--- src/rtl/clk_en_pkg.sv ---
// Shared definitions for the clock-enable generator: sequencer states,
// default sizing constants and the divide-ratio clamp.
package clk_en_pkg;

  localparam int N_CH_DEF     = 4;
  localparam int CNT_W_DEF    = 16;
  localparam int RST_HOLD_DEF = 16;

  typedef enum logic [1:0] {
    ST_IDLE,
    ST_HOLD,
    ST_RELEASE,
    ST_RUN
  } clk_en_state_e;

  // A ratio of 0 has no meaning as a divider, so it runs as divide-by-1.
  function automatic logic [31:0] clamp_ratio(input logic [31:0] ratio);
    return (ratio == 32'd0) ? 32'd1 : ratio;
  endfunction

endpackage

--- src/rtl/clk_en_div.sv ---
// One clock-enable channel: shadow/active ratio registers and a down-counter
// that emits a single-cycle enable at terminal count.
module clk_en_div
  import clk_en_pkg::*;
#(
  parameter int CNT_W = CNT_W_DEF
) (
  input  logic             i_clk,
  input  logic             i_srst,
  input  logic             i_hold,
  input  logic [CNT_W-1:0] i_cfg,
  input  logic             i_cfg_load,
  output logic             o_ce
);

  logic [CNT_W-1:0] r_shadow;
  logic [CNT_W-1:0] r_act;
  logic [CNT_W-1:0] r_cnt;

  logic [CNT_W-1:0] w_act_next;
  logic [CNT_W-1:0] w_reload_cnt;
  logic [CNT_W-1:0] w_cfg_cnt;
  logic             w_tc;
  logic             w_reload;

  // The active ratio only changes on a reload, so a running period is never
  // cut short or stretched by a new configuration.
  assign w_tc         = ~i_hold & (r_cnt == '0);
  assign w_reload     = i_hold | w_tc;
  assign w_act_next   = w_reload ? r_shadow : r_act;
  assign w_reload_cnt = CNT_W'(clamp_ratio(32'(w_act_next)) - 32'd1);
  assign w_cfg_cnt    = CNT_W'(clamp_ratio(32'(i_cfg)) - 32'd1);
  assign o_ce         = w_tc;

  always_ff @(posedge i_clk) begin
    if (i_srst) begin
      r_shadow <= i_cfg;
      r_act    <= i_cfg;
      r_cnt    <= w_cfg_cnt;
    end else begin
      if (i_cfg_load) begin
        r_shadow <= i_cfg;
      end
      r_act <= w_act_next;
      r_cnt <= w_reload ? w_reload_cnt : (r_cnt - CNT_W'(1));
    end
  end

endmodule

--- src/rtl/clk_en_gen.sv ---
// Clock-enable generator: synchronises the clock-wizard lock, sequences the
// hold/staggered release of per-channel resets and drives N_CH dividers.
module clk_en_gen
  import clk_en_pkg::*;
#(
  parameter int N_CH     = N_CH_DEF,
  parameter int CNT_W    = CNT_W_DEF,
  parameter int RST_HOLD = RST_HOLD_DEF
) (
  input  logic                  clk_32d768M,
  input  logic                  rst_32d768M,
  input  logic                  locked_in,
  input  logic [N_CH*CNT_W-1:0] div_cfg,
  input  logic                  cfg_load,
  output logic [N_CH-1:0]       ce_out,
  output logic [N_CH-1:0]       rst_ch,
  output logic [N_CH-1:0]       rst_n_ch,
  output logic                  ready
);

  localparam int REL_W = (N_CH > 1) ? $clog2(N_CH) : 1;

  logic              r_sync1;
  logic              r_locked_s;
  clk_en_state_e     r_state;
  logic [15:0]       r_hold_cnt;
  logic [REL_W-1:0]  r_rel_cnt;
  logic [N_CH-1:0]   r_rst_ch;
  logic [N_CH-1:0]   r_rst_n_ch;
  logic              r_ready;
  logic [N_CH-1:0]   w_ce;

  always_ff @(posedge clk_32d768M) begin
    if (rst_32d768M) begin
      r_sync1    <= 1'b0;
      r_locked_s <= 1'b0;
      r_state    <= ST_IDLE;
      r_hold_cnt <= '0;
      r_rel_cnt  <= '0;
      r_rst_ch   <= '1;
      r_rst_n_ch <= '0;
      r_ready    <= 1'b0;
    end else begin
      r_sync1    <= locked_in;
      r_locked_s <= r_sync1;
      if (!r_locked_s) begin
        // Losing lock anywhere drops every channel back into reset at once.
        r_state    <= ST_IDLE;
        r_hold_cnt <= '0;
        r_rel_cnt  <= '0;
        r_rst_ch   <= '1;
        r_rst_n_ch <= '0;
        r_ready    <= 1'b0;
      end else begin
        case (r_state)
          ST_IDLE: begin
            r_state    <= ST_HOLD;
            r_hold_cnt <= '0;
          end
          ST_HOLD: begin
            if (r_hold_cnt == 16'(RST_HOLD - 1)) begin
              r_state   <= ST_RELEASE;
              r_rel_cnt <= '0;
            end else begin
              r_hold_cnt <= r_hold_cnt + 16'd1;
            end
          end
          ST_RELEASE: begin
            // One channel leaves reset per cycle, channel 0 first.
            for (int k = 0; k < N_CH; k++) begin
              if (r_rel_cnt == REL_W'(k)) begin
                r_rst_ch[k]   <= 1'b0;
                r_rst_n_ch[k] <= 1'b1;
              end
            end
            if (r_rel_cnt == REL_W'(N_CH - 1)) begin
              r_state <= ST_RUN;
              r_ready <= 1'b1;
            end else begin
              r_rel_cnt <= r_rel_cnt + REL_W'(1);
            end
          end
          ST_RUN: begin
            r_state <= ST_RUN;
          end
          default: begin
            r_state <= ST_IDLE;
          end
        endcase
      end
    end
  end

  genvar gi;
  generate
    for (gi = 0; gi < N_CH; gi++) begin : g_ch
      clk_en_div #(
        .CNT_W(CNT_W)
      ) u_div (
        .i_clk      (clk_32d768M),
        .i_srst     (rst_32d768M),
        .i_hold     (r_rst_ch[gi]),
        .i_cfg      (div_cfg[gi*CNT_W +: CNT_W]),
        .i_cfg_load (cfg_load),
        .o_ce       (w_ce[gi])
      );
    end
  endgenerate

  assign ce_out   = w_ce;
  assign rst_ch   = r_rst_ch;
  assign rst_n_ch = r_rst_n_ch;
  assign ready    = r_ready;

endmodule
--- config.mk ---
export PLATFORM = sky130hd
export DESIGN_NAME = clk_en_gen
export DESIGN_NICKNAME = d
export VERILOG_FILES = /design/src/rtl/clk_en_pkg.sv /design/src/rtl/clk_en_div.sv /design/src/rtl/clk_en_gen.sv
export SDC_FILE = /design/constraint.sdc
export NUM_CORES = 1
export LEC_CHECK = 0
export BUFFER_PORTS_ARGS = -buffer_cell sky130_fd_sc_hd__buf_2
export CAP_MARGIN = 30
export CORE_UTILIZATION = 58
export CTS_CLUSTER_SIZE = 16
export DETAILED_ROUTE_END_ITERATION = 10
export GPL_TIMING_DRIVEN = 0
export HOLD_SLACK_MARGIN = 0.12
export MAX_ROUTING_LAYER = met4
export PLACE_DENSITY = 0.76
export SETUP_SLACK_MARGIN = 0.1
export SYNTH_ARGS = -nofsm -noshare
export SYNTH_HDL_FRONTEND = slang
export SYNTH_SLANG_ARGS = --single-unit
--- constraint.sdc ---
create_clock -name clk_32d768M -period 4.3 [get_ports clk_32d768M]
set_clock_uncertainty 0.1 [all_clocks]
set_input_delay 0.43 -clock clk_32d768M [delete_from_list [all_inputs] [get_ports clk_32d768M]]
set_output_delay 0.43 -clock clk_32d768M [all_outputs]
set_load 0.02 [all_outputs]
## After elaboration in Yosys (flattened, before gate mapping)

Index checks and enable logic that the tools add are counted.

| operators by class | value |
|---|---|
| add/sub/neg operators | 14 |
| equal/unequal tests | 11 |
| multiplexer cells | 40 |
| bitwise operators | 13 |
| reductions and logical operators | 25 |

Operators with widths:

| operator | count |
|---|---|
| 16-bit two-way mux | 33 |
| 16-bit logical NOT | 12 |
| 16-bit by 1-bit subtractor with 16-bit output, second input constant | 12 |
| 16-bit case mux with 2 select lines | 1 |
| 16-bit by 1-bit adder with 16-bit output, second input constant | 1 |
| 16-bit by 4-bit equality test with 1-bit output, second input constant | 1 |
| 2-bit AND reduction | 6 |
| 2-bit equality test, second input constant | 4 |
| 2-bit two-way mux | 4 |
| 2-bit != test, second input constant | 4 |
| 2-bit case mux with 4 select lines | 1 |
| 2-bit nonzero test | 3 |
| 1-bit inverter | 5 |
| 1-bit AND | 4 |
| 2-bit by 1-bit equality test with 1-bit output, second input constant | 2 |
| 2-bit logical NOT | 2 |
| 1-bit bitwise OR | 4 |
| 2-bit case mux with 2 select lines | 1 |
| 3-bit AND reduction | 1 |
| 2-bit by 1-bit adder with 2-bit output, second input constant | 1 |
| 2-bit OR reduction | 1 |

| storage, ports and cells | value |
|---|---|
| flip-flop bits (word level) | 222 |
| input bits | 68 |
| output and inout port bits | 13 |
| word-level logic and storage cells | 128 |

## Longest topological paths before layout

| logic depth | value |
|---|---|
| depth in word-level cells | 9 |
| depth in mapped cells | 11 |
| gate-level depth less buffers | 8 |

## Cells and area by module

A second synthesis with hierarchy kept.

| second synthesis, totals | value |
|---|---|
| cell total of the unflattened synthesis | 933 |
| area total of the unflattened synthesis | 8755.9 um^2 |

Modules (own cells, without submodules):

| module | times used | cells an instance | area an instance (um^2) | seq. area each (um^2) |
|---|---|---|---|---|
| clk_en_div | 4 | 193 | 1826.8 | 800.8 |
| clk_en_gen | 1 | 161 | 1448.9 | 600.6 |

## Worst setup path after synthesis

Ideal clock, no wire load.

| path | value |
|---|---|
| kind | input-to-reg |
| start point | input rst_32d768M |
| end point | register g_ch[0].u_div.r_shadow[0] (enable) |
| setup time | 0.394 ns |
| arrival | 2.740 ns |
| data required time | 3.806 ns |
| path slack | 1.066 ns |
| stages on the path | 7 |
| buffers on the path | 6 |
| cells stage by stage | clkbuf_1 -> buf_2 -> buf_1 -> clkbuf_1 -> buf_1 -> buf_1 -> or2_2 |

| on the way | value |
|---|---|
| word-level cells in the longest chain between the ends | 1 |

Ends and longest elaborated chain:

| element | RTL line | RTL |
|---|---|---|
| start: declaration | clk_en_gen.sv:11 | `input logic rst_32d768M,` |
| 2-bit nonzero test (no source line) | - |  |
| end signal: assignment | clk_en_div.sv:37 | `r_shadow <= i_cfg;` |
| end signal: assignment | clk_en_div.sv:42 | `r_shadow <= i_cfg;` |
| end: declaration | clk_en_div.sv:16 | `logic [CNT_W-1:0] r_shadow;` |

Every way passes these cells.
A chain may end at the register's enable or synchronous reset.

## Worst setup path after layout

| path | value |
|---|---|
| start point | input rst_32d768M |
| end point | register g_ch[2].u_div.r_shadow[7] (enable) |

| on the way | value |
|---|---|
| word-level cells in the longest chain between the ends | 1 |

Ends and longest elaborated chain:

| element | RTL line |
|---|---|
| 2-bit nonzero test (no source line) | - |
| end signal: assignment | clk_en_div.sv:37 |
| end signal: assignment | clk_en_div.sv:42 |
| end: declaration | clk_en_div.sv:16 |

Every way passes these cells.

==> summary.txt <==
Core region area: 0.0138 mm²
Worst-path cell chain: buf_2, clkbuf_2, buf_2, buf_1, clkbuf_1, buf_1, buf_1, or2_4
Design Power: 3.80 mW
Dpl cells: 1124
Met3 track demand over resource: 0.0741
Chip Height: 121 µm
Post-synth EDFFs: 64
Slew Limit Fails: 0
CTS tree: done
Maximum VDD drop: 0.350 mV
Crit path max fanout: 32
Synth top area cells: edfxtp_1, dfxtp_1, a21oi_1, xnor2_1, nor2_1
H-tree depth: 4
Final min period: 3.88 ns
# port buffers: 80
HP Class: primary input to flop
NetSw: 975 µW
Met2 Use GR: 0.548
Pint: 2.83 mW
Run status: finished, final reports clean
Post-synth ARST share: 0
Final setup vio count: 0
Syn Nets: 939
GR Util met1: 0.454
Global-route wire length before repair: 38.2 mm
Post-CTS Setup Inserts: 0
# diodes: 0
Startpoint types: primary input
Cell Area, Synth: 0.00819 mm²
Top-area cell type share of the netlist area: 0.235
Starting density of the core: 0.592
Max-Cap Viols: 0
Gr ovfl total: 0
Clock Tree Buf Depth: 2
Overall Global Routing Usage: 0.358
Combinational share of power: 0.113
Clock power share: 0.415
CP dominant cell by count: buf_1
Pwr Density: 384 mW/mm²
Gpl congestion: 0.919
# DRC: 0
Sw frac: 0.256
Fin. Hold Viols: 0
Row cnt: 43
Pin count of the biggest net entering global routing: 33
Share of cells above drive strength 1: 0.154
Distinct cells, synth: 72
Leak pwr: 3.60 nW
Die Wd: 121 µm
Clock transition at the registers of the reported paths: 0.06 ns
CP Capture Type: flop
Clock sink total: 158
Post-Route WL: 24.4 mm
Post-DP HPWL: 16.3 mm
Mean Syn Cell Area: 9.50 µm²
Warnings from Yosys: 0
Nets: 1086
Seq pwr share: 0.472
Via count: 7660
Slowest library cell on the worst path: buf_1
Tcrit/Tclk final: 0.903
Top Usage Layer GRT: met2
Req. time, crit path: 4.27 ns
Die ar.: 0.0146 mm²
DP Area: 0.00882 mm²
FMAX: 258 MHz
Filler-free cell count of the finished design: 1202
Synth top cells by count: dfxtp_1, a21oi_1, nor2_1
Total negative setup slack: 0 ns
Fillers: 1013
Slew @ Worst Pin: 0.974 ns
Layout area overhead: 20.9%
I/O pin total: 81
Synthesized instance count: 862
Hold WS: 0.129 ns
Detailed Route Iter0 Violations: 853
Arrival @ worst endpoint: 3.85 ns
DR WL/cell: 20.3 µm
Initial antenna violation count: 0
Router iterations before antenna repair: 7
RSZ-0062 raised after global routing: no
Crit Path Category: primary input to flop
Slowest stage delay, CP: 0.58 ns
Number of synthesized register bits: 158
Synth area leader: edfxtp_1
Top FF cell, synth: dfxtp_1
DR vias/cell: 6.37
Post-synthesis sequential area ratio: 0.465
Clk_lat worst skew: 0.44 ns
CTS Buf Count: 17
Count leader, synth: dfxtp_1
Post-route ant nets: 0
Post-route cell area: 0.00990 mm²
Vias in the first global route: 7371
Root buffer cell: clkbuf_16
Slew Limit Headroom: 0.342
-- final cells by class --
cell class / count / area, µm² / share of cell area
Clock buffer: 20 / 457 / 0.0461
Clock inverter: 12 / 159 / 0.0161
Tap cell: 180 / 225 / 0.0228
Sequential cell: 158 / 3800 / 0.384
Buffer: 53 / 241 / 0.0244
Timing Repair Buffer: 127 / 860 / 0.0868
Multi-Input combinational cell: 635 / 4090 / 0.413
Inverter: 17 / 63.8 / 0.00645
-- worst max-delay path: cells and delay by family --
family	cells	cell delay, ns
buffers and inverters	7	2.85
and+or+nand+nor	1	0.52
-- kinds of logic (layout without fill, tap and decap cells) --
logic type	count (synthesis)	in the layout	synth area share
xor+xnor	59	59	0.0631
mux	2	2	0.00275
flops	158	158	0.465
buf+inv	70	229	0.0371
simple gates	370	371	0.252
compound gates	194	194	0.166
fa+ha+maj	9	9	0.0138
-- path summary, 6_finish.rpt --
check | startpoint | cells past startpoint | slack [ns] | to
setup / recovery | rst_32d768M | 8 | 0.42 | g_ch[2].u_div.r_shadow[7]
hold / removal | div_cfg[60] | 1 | 0.13 | g_ch[3].u_div.r_shadow[12]
setup reg to reg | g_ch[2].u_div.r_cnt[1] | 9 | 1.01 | g_ch[2].u_div.r_cnt[14]
hold reg to reg | r_sync1 | 1 | 0.34 | r_locked_s
-- flip-flops by register name (all words and copies together) (netlist names) --
signal	cells
g_ch.u_div.r_cnt	64
g_ch.u_div.r_shadow	64
r_hold_cnt	16
r_locked_s	1
r_rel_cnt	2
r_state	2
r_sync1	1
ready	1
rst_ch	4
rst_n_ch	3
-- routing by layer --
layer	routed length [µm]	up-vias
met5	0	-
met4	930	0
met3	2130	90
met2	11500	439
met1	9890	3622
li1	-	3509
-- power by group through the flow --
stage	logic, mW	registers, mW	clock network, mW
after floorplan	0.256	1.78	0
after global placement	0.375	1.82	0
after detailed placement	0.382	1.82	0
after CTS	0.417	1.79	1.58
after global routing	0.464	1.80	1.65
final	0.431	1.79	1.58
-- layout by cell type (no fill, tap or decap), types with 27 or more instances in the layout --
| master | n |
|---|---|
| nor2b_1 | 41 |
| edfxtp_1 | 64 |
| nor2_1 | 80 |
| xnor2_1 | 38 |
| clkbuf_1 | 27 |
| a21oi_1 | 80 |
| nor4_1 | 47 |
| dlygate4sd3_1 | 45 |
| buf_2 | 87 |
| nor3_1 | 36 |
| nand2_1 | 37 |
| nand2b_1 | 38 |
| dfxtp_1 | 94 |
-- per-stage QoR --
step,util,setup WS [ns]
floorplan,-,1.07
global placement,0.637,-0.869
detailed placement,0.638,-0.393
CTS,0.714,0.281
global route,0.716,0.374
finish,0.716,0.418
-- repair_timing --
action                     4_1_cts  5_1_grt
setup endpoints to repair       64       62
gates resized for setup          1        2
pin swaps                        1        0
hold buffers                    43        2
hold endpoints to repair        43        2
cloned                           1        0
(Power assumes the default switching activity.)
